<file path="config.mk">
export PLATFORM = sky130hd
export DESIGN_NAME = lap_chronometer_flat
export DESIGN_NICKNAME = d
export VERILOG_FILES = /design/src/rtl/chrono_pkg.sv /design/src/rtl/lap_chronometer_if.sv /design/src/rtl/bcd_digit_cell.sv /design/src/rtl/lap_chronometer.sv /design/src/flat_wrapper.sv
export SDC_FILE = /design/constraint.sdc
export NUM_CORES = 1
export LEC_CHECK = 0
export CORE_UTILIZATION = 30
export DETAILED_ROUTE_END_ITERATION = 10
export PLACE_DENSITY_LB_ADDON = 0.08
export SYNTH_ARGS = -nofsm -noshare
export SYNTH_HDL_FRONTEND = slang
export SYNTH_SLANG_ARGS = --single-unit
</file>
<file path="constraint.sdc">
create_clock -name clk_i -period 5.7 [get_ports clk_i]
set_input_delay 1.14 -clock clk_i [delete_from_list [all_inputs] [get_ports clk_i]]
set_output_delay 1.14 -clock clk_i [all_outputs]
set_load 0.03 [all_outputs]
</file>
<file path="src/rtl/chrono_pkg.sv">
// Shared types and constants for the lap chronometer.
package chrono_pkg;

    typedef enum logic [1:0] {
        StIdle,
        StRun,
        StLap,
        StStop
    } state_e;

    typedef logic [3:0] bcd_t;

    localparam bcd_t BCD_MAX = 4'd9;

    // Terminal value of the prescaler: it counts 0..terminal, one tick per wrap.
    function automatic int unsigned presc_term(input int unsigned clk_hz,
                                               input int unsigned tick_hz);
        return (clk_hz / tick_hz) - 1;
    endfunction

endpackage

</file>
<file path="src/rtl/lap_chronometer_if.sv">
// Board-side signals of the chronometer: raw buttons, pair select and LED bank.
interface lap_chronometer_if #(
    parameter int unsigned SELW = 1
);
    logic            btn_start_stop;
    logic            btn_lap;
    logic            btn_clear;
    logic [SELW-1:0] sel;
    logic [7:0]      led;
    logic            running;
    logic            overflow;

    modport master (
        output btn_start_stop, btn_lap, btn_clear, sel,
        input  led, running, overflow
    );

    modport slave (
        input  btn_start_stop, btn_lap, btn_clear, sel,
        output led, running, overflow
    );
endinterface

</file>
<file path="src/rtl/bcd_digit_cell.sv">
// One BCD decade of the count chain with clear, enable and saturation hold.
module bcd_digit_cell
    import chrono_pkg::*;
(
    input  logic clk_i,
    input  logic rst_i,
    input  logic clear_i,
    input  logic en_i,
    input  logic hold_i,
    output bcd_t digit_o,
    output logic carry_o
);
    bcd_t digit_q, digit_d;

    // Next digit: clear wins, otherwise step 0..9 when enabled and not held.
    always_comb begin
        digit_d = digit_q;
        if (clear_i) begin
            digit_d = '0;
        end else if (en_i && !hold_i) begin
            digit_d = (digit_q == BCD_MAX) ? bcd_t'(0) : digit_q + bcd_t'(1);
        end
    end

    // Digit register.
    always_ff @(posedge clk_i or posedge rst_i) begin
        if (rst_i) digit_q <= '0;
        else       digit_q <= digit_d;
    end

    assign digit_o = digit_q;
    // Carry ignores hold so the top carry still flags overflow when saturated.
    assign carry_o = en_i && (digit_q == BCD_MAX);
endmodule

</file>
<file path="src/rtl/lap_chronometer.sv">
// Single-clock stopwatch: button sync/edge detect, prescaler, BCD chain, lap FSM, LED window.
module lap_chronometer
    import chrono_pkg::*;
#(
    parameter int unsigned N_DIGITS = 4,
    parameter int unsigned CLK_HZ   = 50_000_000,
    parameter int unsigned TICK_HZ  = 100,
    parameter int unsigned WRAP     = 1,
    parameter int unsigned SELW     = (N_DIGITS / 2 > 1) ? $clog2(N_DIGITS / 2) : 1
) (
    input  logic clk_i,
    input  logic rst_i,
    lap_chronometer_if.slave bus_io
);
    localparam int unsigned Div    = CLK_HZ / TICK_HZ;
    localparam int unsigned PW     = $clog2(Div);
    localparam logic [PW-1:0] PTerm = PW'(presc_term(CLK_HZ, TICK_HZ));
    localparam int unsigned NPairs = N_DIGITS / 2;

    logic [2:0] sync1_q, sync2_q, prev_q, btn_evt;
    logic       ev_ss, ev_lap, ev_clr;

    state_e                    state_q, state_d;
    logic [PW-1:0]             presc_q, presc_d;
    logic                      ovf_q, ovf_d;
    logic [N_DIGITS-1:0][3:0]  live, snap_q, snap_d, src;
    logic [7:0]                led_q, led_d;
    logic [N_DIGITS-1:0]       en, carry;
    logic                      running, tick, all_nines, hold, ovf_evt, sat_stop, snap_take;

    // Two-flop synchronisers plus previous-value flop for rising-edge detect.
    always_ff @(posedge clk_i or posedge rst_i) begin
        if (rst_i) begin
            sync1_q <= '0;
            sync2_q <= '0;
            prev_q  <= '0;
        end else begin
            sync1_q <= {bus_io.btn_clear, bus_io.btn_lap, bus_io.btn_start_stop};
            sync2_q <= sync1_q;
            prev_q  <= sync2_q;
        end
    end

    assign btn_evt = sync2_q & ~prev_q;
    assign ev_ss   = btn_evt[0];
    assign ev_lap  = btn_evt[1];
    assign ev_clr  = btn_evt[2];

    assign running = (state_q == StRun) || (state_q == StLap);
    assign tick    = running && (presc_q == PTerm);

    // Prescaler advances only while running; stop holds it, clear zeroes it.
    always_comb begin
        presc_d = presc_q;
        if (ev_clr)       presc_d = '0;
        else if (tick)    presc_d = '0;
        else if (running) presc_d = presc_q + PW'(1);
    end

    for (genvar k = 0; k < N_DIGITS; k++) begin : g_digit
        if (k == 0) begin : g_first
            assign en[k] = tick;
        end else begin : g_rest
            assign en[k] = carry[k-1];
        end
        bcd_digit_cell u_cell (
            .clk_i   (clk_i),
            .rst_i   (rst_i),
            .clear_i (ev_clr),
            .en_i    (en[k]),
            .hold_i  (hold),
            .digit_o (live[k]),
            .carry_o (carry[k])
        );
    end

    // All-nines detect drives saturation hold when wrapping is disabled.
    always_comb begin
        all_nines = 1'b1;
        for (int k = 0; k < N_DIGITS; k++) begin
            if (live[k] != BCD_MAX) all_nines = 1'b0;
        end
    end

    assign hold     = (WRAP == 0) && all_nines;
    assign ovf_evt  = carry[N_DIGITS-1];
    assign sat_stop = (WRAP == 0) && ovf_evt;

    // FSM next state with clear > start/stop > lap; saturation forces STOP.
    always_comb begin
        state_d   = state_q;
        snap_take = 1'b0;
        if (ev_clr) begin
            state_d = StIdle;
        end else begin
            if (ev_ss) begin
                unique case (state_q)
                    StIdle, StStop: state_d = StRun;
                    StRun, StLap:   state_d = StStop;
                    default:        state_d = StIdle;
                endcase
            end else if (ev_lap && running) begin
                state_d   = StLap;
                snap_take = 1'b1;
            end
            if (sat_stop) state_d = StStop;
        end
    end

    // Sticky overflow, snapshot capture (pre-increment value) and LED pair select.
    always_comb begin
        ovf_d  = ev_clr ? 1'b0 : (ovf_q || ovf_evt);
        snap_d = snap_take ? live : snap_q;
        src    = (state_q == StLap) ? snap_q : live;
        led_d  = '0;
        for (int p = 0; p < NPairs; p++) begin
            if (int'(bus_io.sel) == p) led_d = {src[2*p+1], src[2*p]};
        end
    end

    // Control and display registers.
    always_ff @(posedge clk_i or posedge rst_i) begin
        if (rst_i) begin
            state_q <= StIdle;
            presc_q <= '0;
            ovf_q   <= 1'b0;
            snap_q  <= '0;
            led_q   <= '0;
        end else begin
            state_q <= state_d;
            presc_q <= presc_d;
            ovf_q   <= ovf_d;
            snap_q  <= snap_d;
            led_q   <= led_d;
        end
    end

    assign bus_io.led      = led_q;
    assign bus_io.running  = running;
    assign bus_io.overflow = ovf_q;
endmodule

</file>
<file path="src/flat_wrapper.sv">
// flat-port wrapper written by rule: the top's interface ports become plain ports
module lap_chronometer_flat import chrono_pkg::*;
#(
    parameter int unsigned N_DIGITS = 4,
    parameter int unsigned CLK_HZ   = 50_000_000,
    parameter int unsigned TICK_HZ  = 100,
    parameter int unsigned WRAP     = 1,
    parameter int unsigned SELW     = (N_DIGITS / 2 > 1) ? $clog2(N_DIGITS / 2) : 1
)
  (clk_i, rst_i, bus_io_btn_start_stop, bus_io_btn_lap, bus_io_btn_clear, bus_io_sel, bus_io_led, bus_io_running, bus_io_overflow);
  lap_chronometer_if #(.SELW(SELW)) bus_io_i ();
  input  logic clk_i;
  input  logic rst_i;
  input wire logic [$bits(bus_io_i.btn_start_stop)-1:0] bus_io_btn_start_stop;
  input wire logic [$bits(bus_io_i.btn_lap)-1:0] bus_io_btn_lap;
  input wire logic [$bits(bus_io_i.btn_clear)-1:0] bus_io_btn_clear;
  input wire logic [$bits(bus_io_i.sel)-1:0] bus_io_sel;
  output wire logic [$bits(bus_io_i.led)-1:0] bus_io_led;
  output wire logic [$bits(bus_io_i.running)-1:0] bus_io_running;
  output wire logic [$bits(bus_io_i.overflow)-1:0] bus_io_overflow;
  assign bus_io_i.btn_start_stop = bus_io_btn_start_stop;
  assign bus_io_i.btn_lap = bus_io_btn_lap;
  assign bus_io_i.btn_clear = bus_io_btn_clear;
  assign bus_io_i.sel = bus_io_sel;
  assign bus_io_led = bus_io_i.led;
  assign bus_io_running = bus_io_i.running;
  assign bus_io_overflow = bus_io_i.overflow;
  lap_chronometer #(.N_DIGITS(N_DIGITS), .CLK_HZ(CLK_HZ), .TICK_HZ(TICK_HZ), .WRAP(WRAP), .SELW(SELW)) u_core (.clk_i(clk_i), .rst_i(rst_i), .bus_io(bus_io_i));
endmodule
</file>
==> key figures <==
Place
  – DP Wirelength: between 4 and 5 mm
  – Placement Cell Area: 0.00369 mm²
  – I/O Buffers: 15
  – Pre-CTS setup slack: roughly 3000 ps
  – GPL Wtd Cong: ~0.74
  – Post-Place Cells: 440

Worst hold path
  – Hold worst-path end: u_core.sync2_q[2]
  – Worst Hold Class: register to register
  – Hold path depth: 0
  – Hold Startpoint: u_core.sync1_q[2]

Power and ir drop
  – Static leakage: between 1.5 and 2 nW
  – Sequential power share: a little under half
  – P_sw: approximately 0.28 mW
  – Worst VDD drop: 0.165 mV
  – Sw Share: 24.0%
  – Pint: 0.899 mW
  – Clock share of power: 45.4%
  – Overall power: approximately 1.2 mW
  – Combinational Power Share: a little under a tenth
  – Power Dens Cells: 298 mW/mm²

Timing
  – Peak Freq: 325 MHz
  – Rel. slew slack: about two fifths
  – Post-Route Setup TNS: 0 ps
  – Final Setup Violations: 0
  – Final hold violation count: 0
  – Slew at the pin closest to its max-slew limit: around 900 ps
  – Setup Skew: between 8 and 9 ps
  – Pins Over Slew Limit: 0
  – Setup ws final: 2620 ps
  – Min Hold Slack: between 300 and 400 ps
  – Min Clock Period, post-route: 3080 ps
  – Fin crit share: between 50% and 60%
  – RSZ-0062 raised after global routing: false

Synthesis
  – Main combinational cell family by area after synthesis: simple AND/OR/NAND/NOR gates
  – Synth Area in Adders: 3.65%
  – Post-synthesis sequential area ratio: between 50 and 60%
  – Cell taking the most area after synthesis: dfrtp_1
  – Syn Nets: between 300 and 400
  – Yosys warnings: 0
  – Post-synthesis mux area share: around an eighth
  – Post-Synth XOR/XNOR Area: between 3 and 4%
  – Mapped cell area: about 0.0034 mm²
  – Synth Flop Type: dfrtp_1
  – Count of different cell masters after synthesis: 46
  – Number of synthesized flops with an enable pin: 0
  – Synth top area share: around half
  – Yosys reg bits: between 70 and 80
  – Ys async rst share: between 90% and 100%
  – Post-Synth Simple-Gate Area: between 10% and 20%
  – Area contributors post-synth: dfrtp_1, mux2_2, mux4_2, ha_1, nor2_1
  – Synth Area in Compound Gates: 7.12%
  – Mapped Avg Cell Area: 11.5 µm²
  – Synth Instances: 298

Clock tree
  – Clk slew on worst S/H paths: around 60 ps
  – Number of setup buffers added after CTS: 0
  – Clock sink count: 71
  – Hold_buf cts: 0
  – CTS tree: built
  – Deepest clock path buffer count: 2
  – Post-CTS sizing: 0
  – Htree depth: 3
  – Clock Latency Late Sink: approximately 330 ps
  – CTS Buf Count: 9
  – Clock Tree Root: clkbuf_16

Cells and area
  – Layout cells sized above 1: between 10% and 20%
  – Most frequent cells in the layout: dfrtp_1, nor2_1, mux2_2, a21oi_1, clkdlybuf4s50_1
  – N_diodes: 0
  – Fillcell total: 1077
  – Non-filler cells, final: about 460
  – FF/Latch Area: between 0.0015 and 0.002 mm²
  – Commonest non-fill, non-tap cell in the layout: dfrtp_1
  – Syn-to-layout area delta: 15.9%
  – Design area: 0.00397 mm²
  – Footprint of the multi-input gates: about 0.0015 mm²
  – Layout Utilization: between 30% and 40%
  – Nets@finish: 327

Setup path
  – Element type at the critical path end: output pin
  – R2R depth: 4
  – Kind of critical path: register to output pin
  – RR Endpoint: u_core.presc_q[7]
  – Worst r2r src: u_core.presc_q[5]
  – Max Fanout on Critical Path: 10
  – WP data required: about 4600 ps
  – Worst path arrival time: approximately 1900 ps
  – Reg2reg setup slack: between 3000 and 4000 ps
  – CP Launch Type: register

Routing
  – Remaining DRCs: 0
  – Via count: ~2300
  – Drt wl/cell: 15.9 µm
  – Via-per-instance ratio: 5.09
  – Initial DRC Count: ~110
  – Detailed Route WL: 7.23 mm
  – Antenna viol nets, final: 0
  – Router iterations before antenna repair: 4

Die
  – # IOs: 16
  – Placeable core region: roughly 0.011 mm²
  – Die H: 109 µm
  – Die ar.: around 0.012 mm²
  – Cell Rows: 38
  – Die width: between 100 and 150 µm
  – Initial Util: 31.2%

Global routing
  – Vias in the first global route: between 2000 and 2500
  – Largest net degree at the start of global routing: 40
  – Gr usage total: 14.3%
  – First-pass GRT wire length: approximately 13 mm
  – Remaining Overflow, GRT: 0
  – Initial antenna violation count: 0

Outcome
  – Outcome: finished, final reports clean

Job
  – Max-Cap Viols: 0
## cell usage after synthesis (3+ instances only)
library cell,n
nand3_1,13
mux2i_1,4
or4_1,11
nor4_1,5
xnor2_1,9
mux2_2,16
ha_1,10
a21oi_1,15
nand2b_1,3
o41ai_1,4
nand2_1,12
inv_1,11
clkbuf_1,11
o31ai_1,4
nand3b_1,3
o21ai_0,8
nor2_1,22
xor2_1,5
or3_1,5
dfrtp_1,71
nand4_1,9
nor3_1,6
o311ai_0,3
mux4_2,8
## kinds of logic (layout without fill, tap and decap cells)
group,after synthesis,in the layout
buffers and inverters,26,43
flip-flops,71,71
AND/OR/NAND/NOR,110,110
AO/OA/AOI/OAI,39,39
XOR/XNOR,14,14
multiplexers,28,28
adder cells (fa/ha/maj),10,10
## routing by layer
| layer | global-route usage, % | share of wire (%) | up-vias |
|---|---|---|---|
| li1 | - | - | 1119 |
| met1 | 18.5 | 48 | 1153 |
| met2 | 22.6 | 47 | 37 |
| met3 | 3.59 | 3.2 | 9 |
| met4 | 6.18 | 1.7 | 0 |
| met5 | 0 | 0 | - |
## area by class of cell
type / instances / share of cell area [%]
clock buffers: 10 / 5.77
flip-flops and latches: 71 / 44.8
inverters: 11 / 1.04
well taps: 140 / 4.41
multi-input cells: 201 / 38.6
clock inverters: 5 / 1.26
repair buffers: 17 / 4.16
## worst max path at each step
stage | startpoint | endpoint | slack (ps)
6_report | u_core.state_q[0] | bus_io_running | 2620
3_3_place_gp | rst_i | u_core.presc_q[10] | 2990
5_1_grt | u_core.state_q[0] | bus_io_running | 2540
3_5_place_dp | u_core.state_q[0] | bus_io_running | 2980
4_1_cts | u_core.state_q[0] | bus_io_running | 2590
2_1_floorplan | rst_i | u_core.bus_io.led[0] | 2760
## critical path: stages (launching register included)
cell and delay [ps]:
dfrtp_1 340, inv_1 50, ha_1 410, inv_1 130, clkdlybuf4s50_1 670
## registers in the layout, summed over array words and instances (netlist names)
name and count:
u_core.sync1_q 3, u_core.prev_q 3, u_core.bus_io.overflow 1, u_core.snap_q 16, u_core.sync2_q 3, u_core.state_q 2, u_core.bus_io.led 8, u_core.g_digit.u_cell.digit_o 16
u_core.presc_q 19
## power by group through the flow
| stage | clock network, mW | registers (mW) | logic [mW] |
|---|---|---|---|
| 2_1_floorplan | 0 | 0.541 | 0.0828 |
| 3_3_place_gp | 0 | 0.545 | 0.114 |
| 3_5_place_dp | 0 | 0.544 | 0.114 |
| 4_1_cts | 0.559 | 0.536 | 0.115 |
| 5_1_grt | 0.574 | 0.538 | 0.126 |
| 6_report | 0.538 | 0.536 | 0.110 |
(Power assumes the default switching activity.)
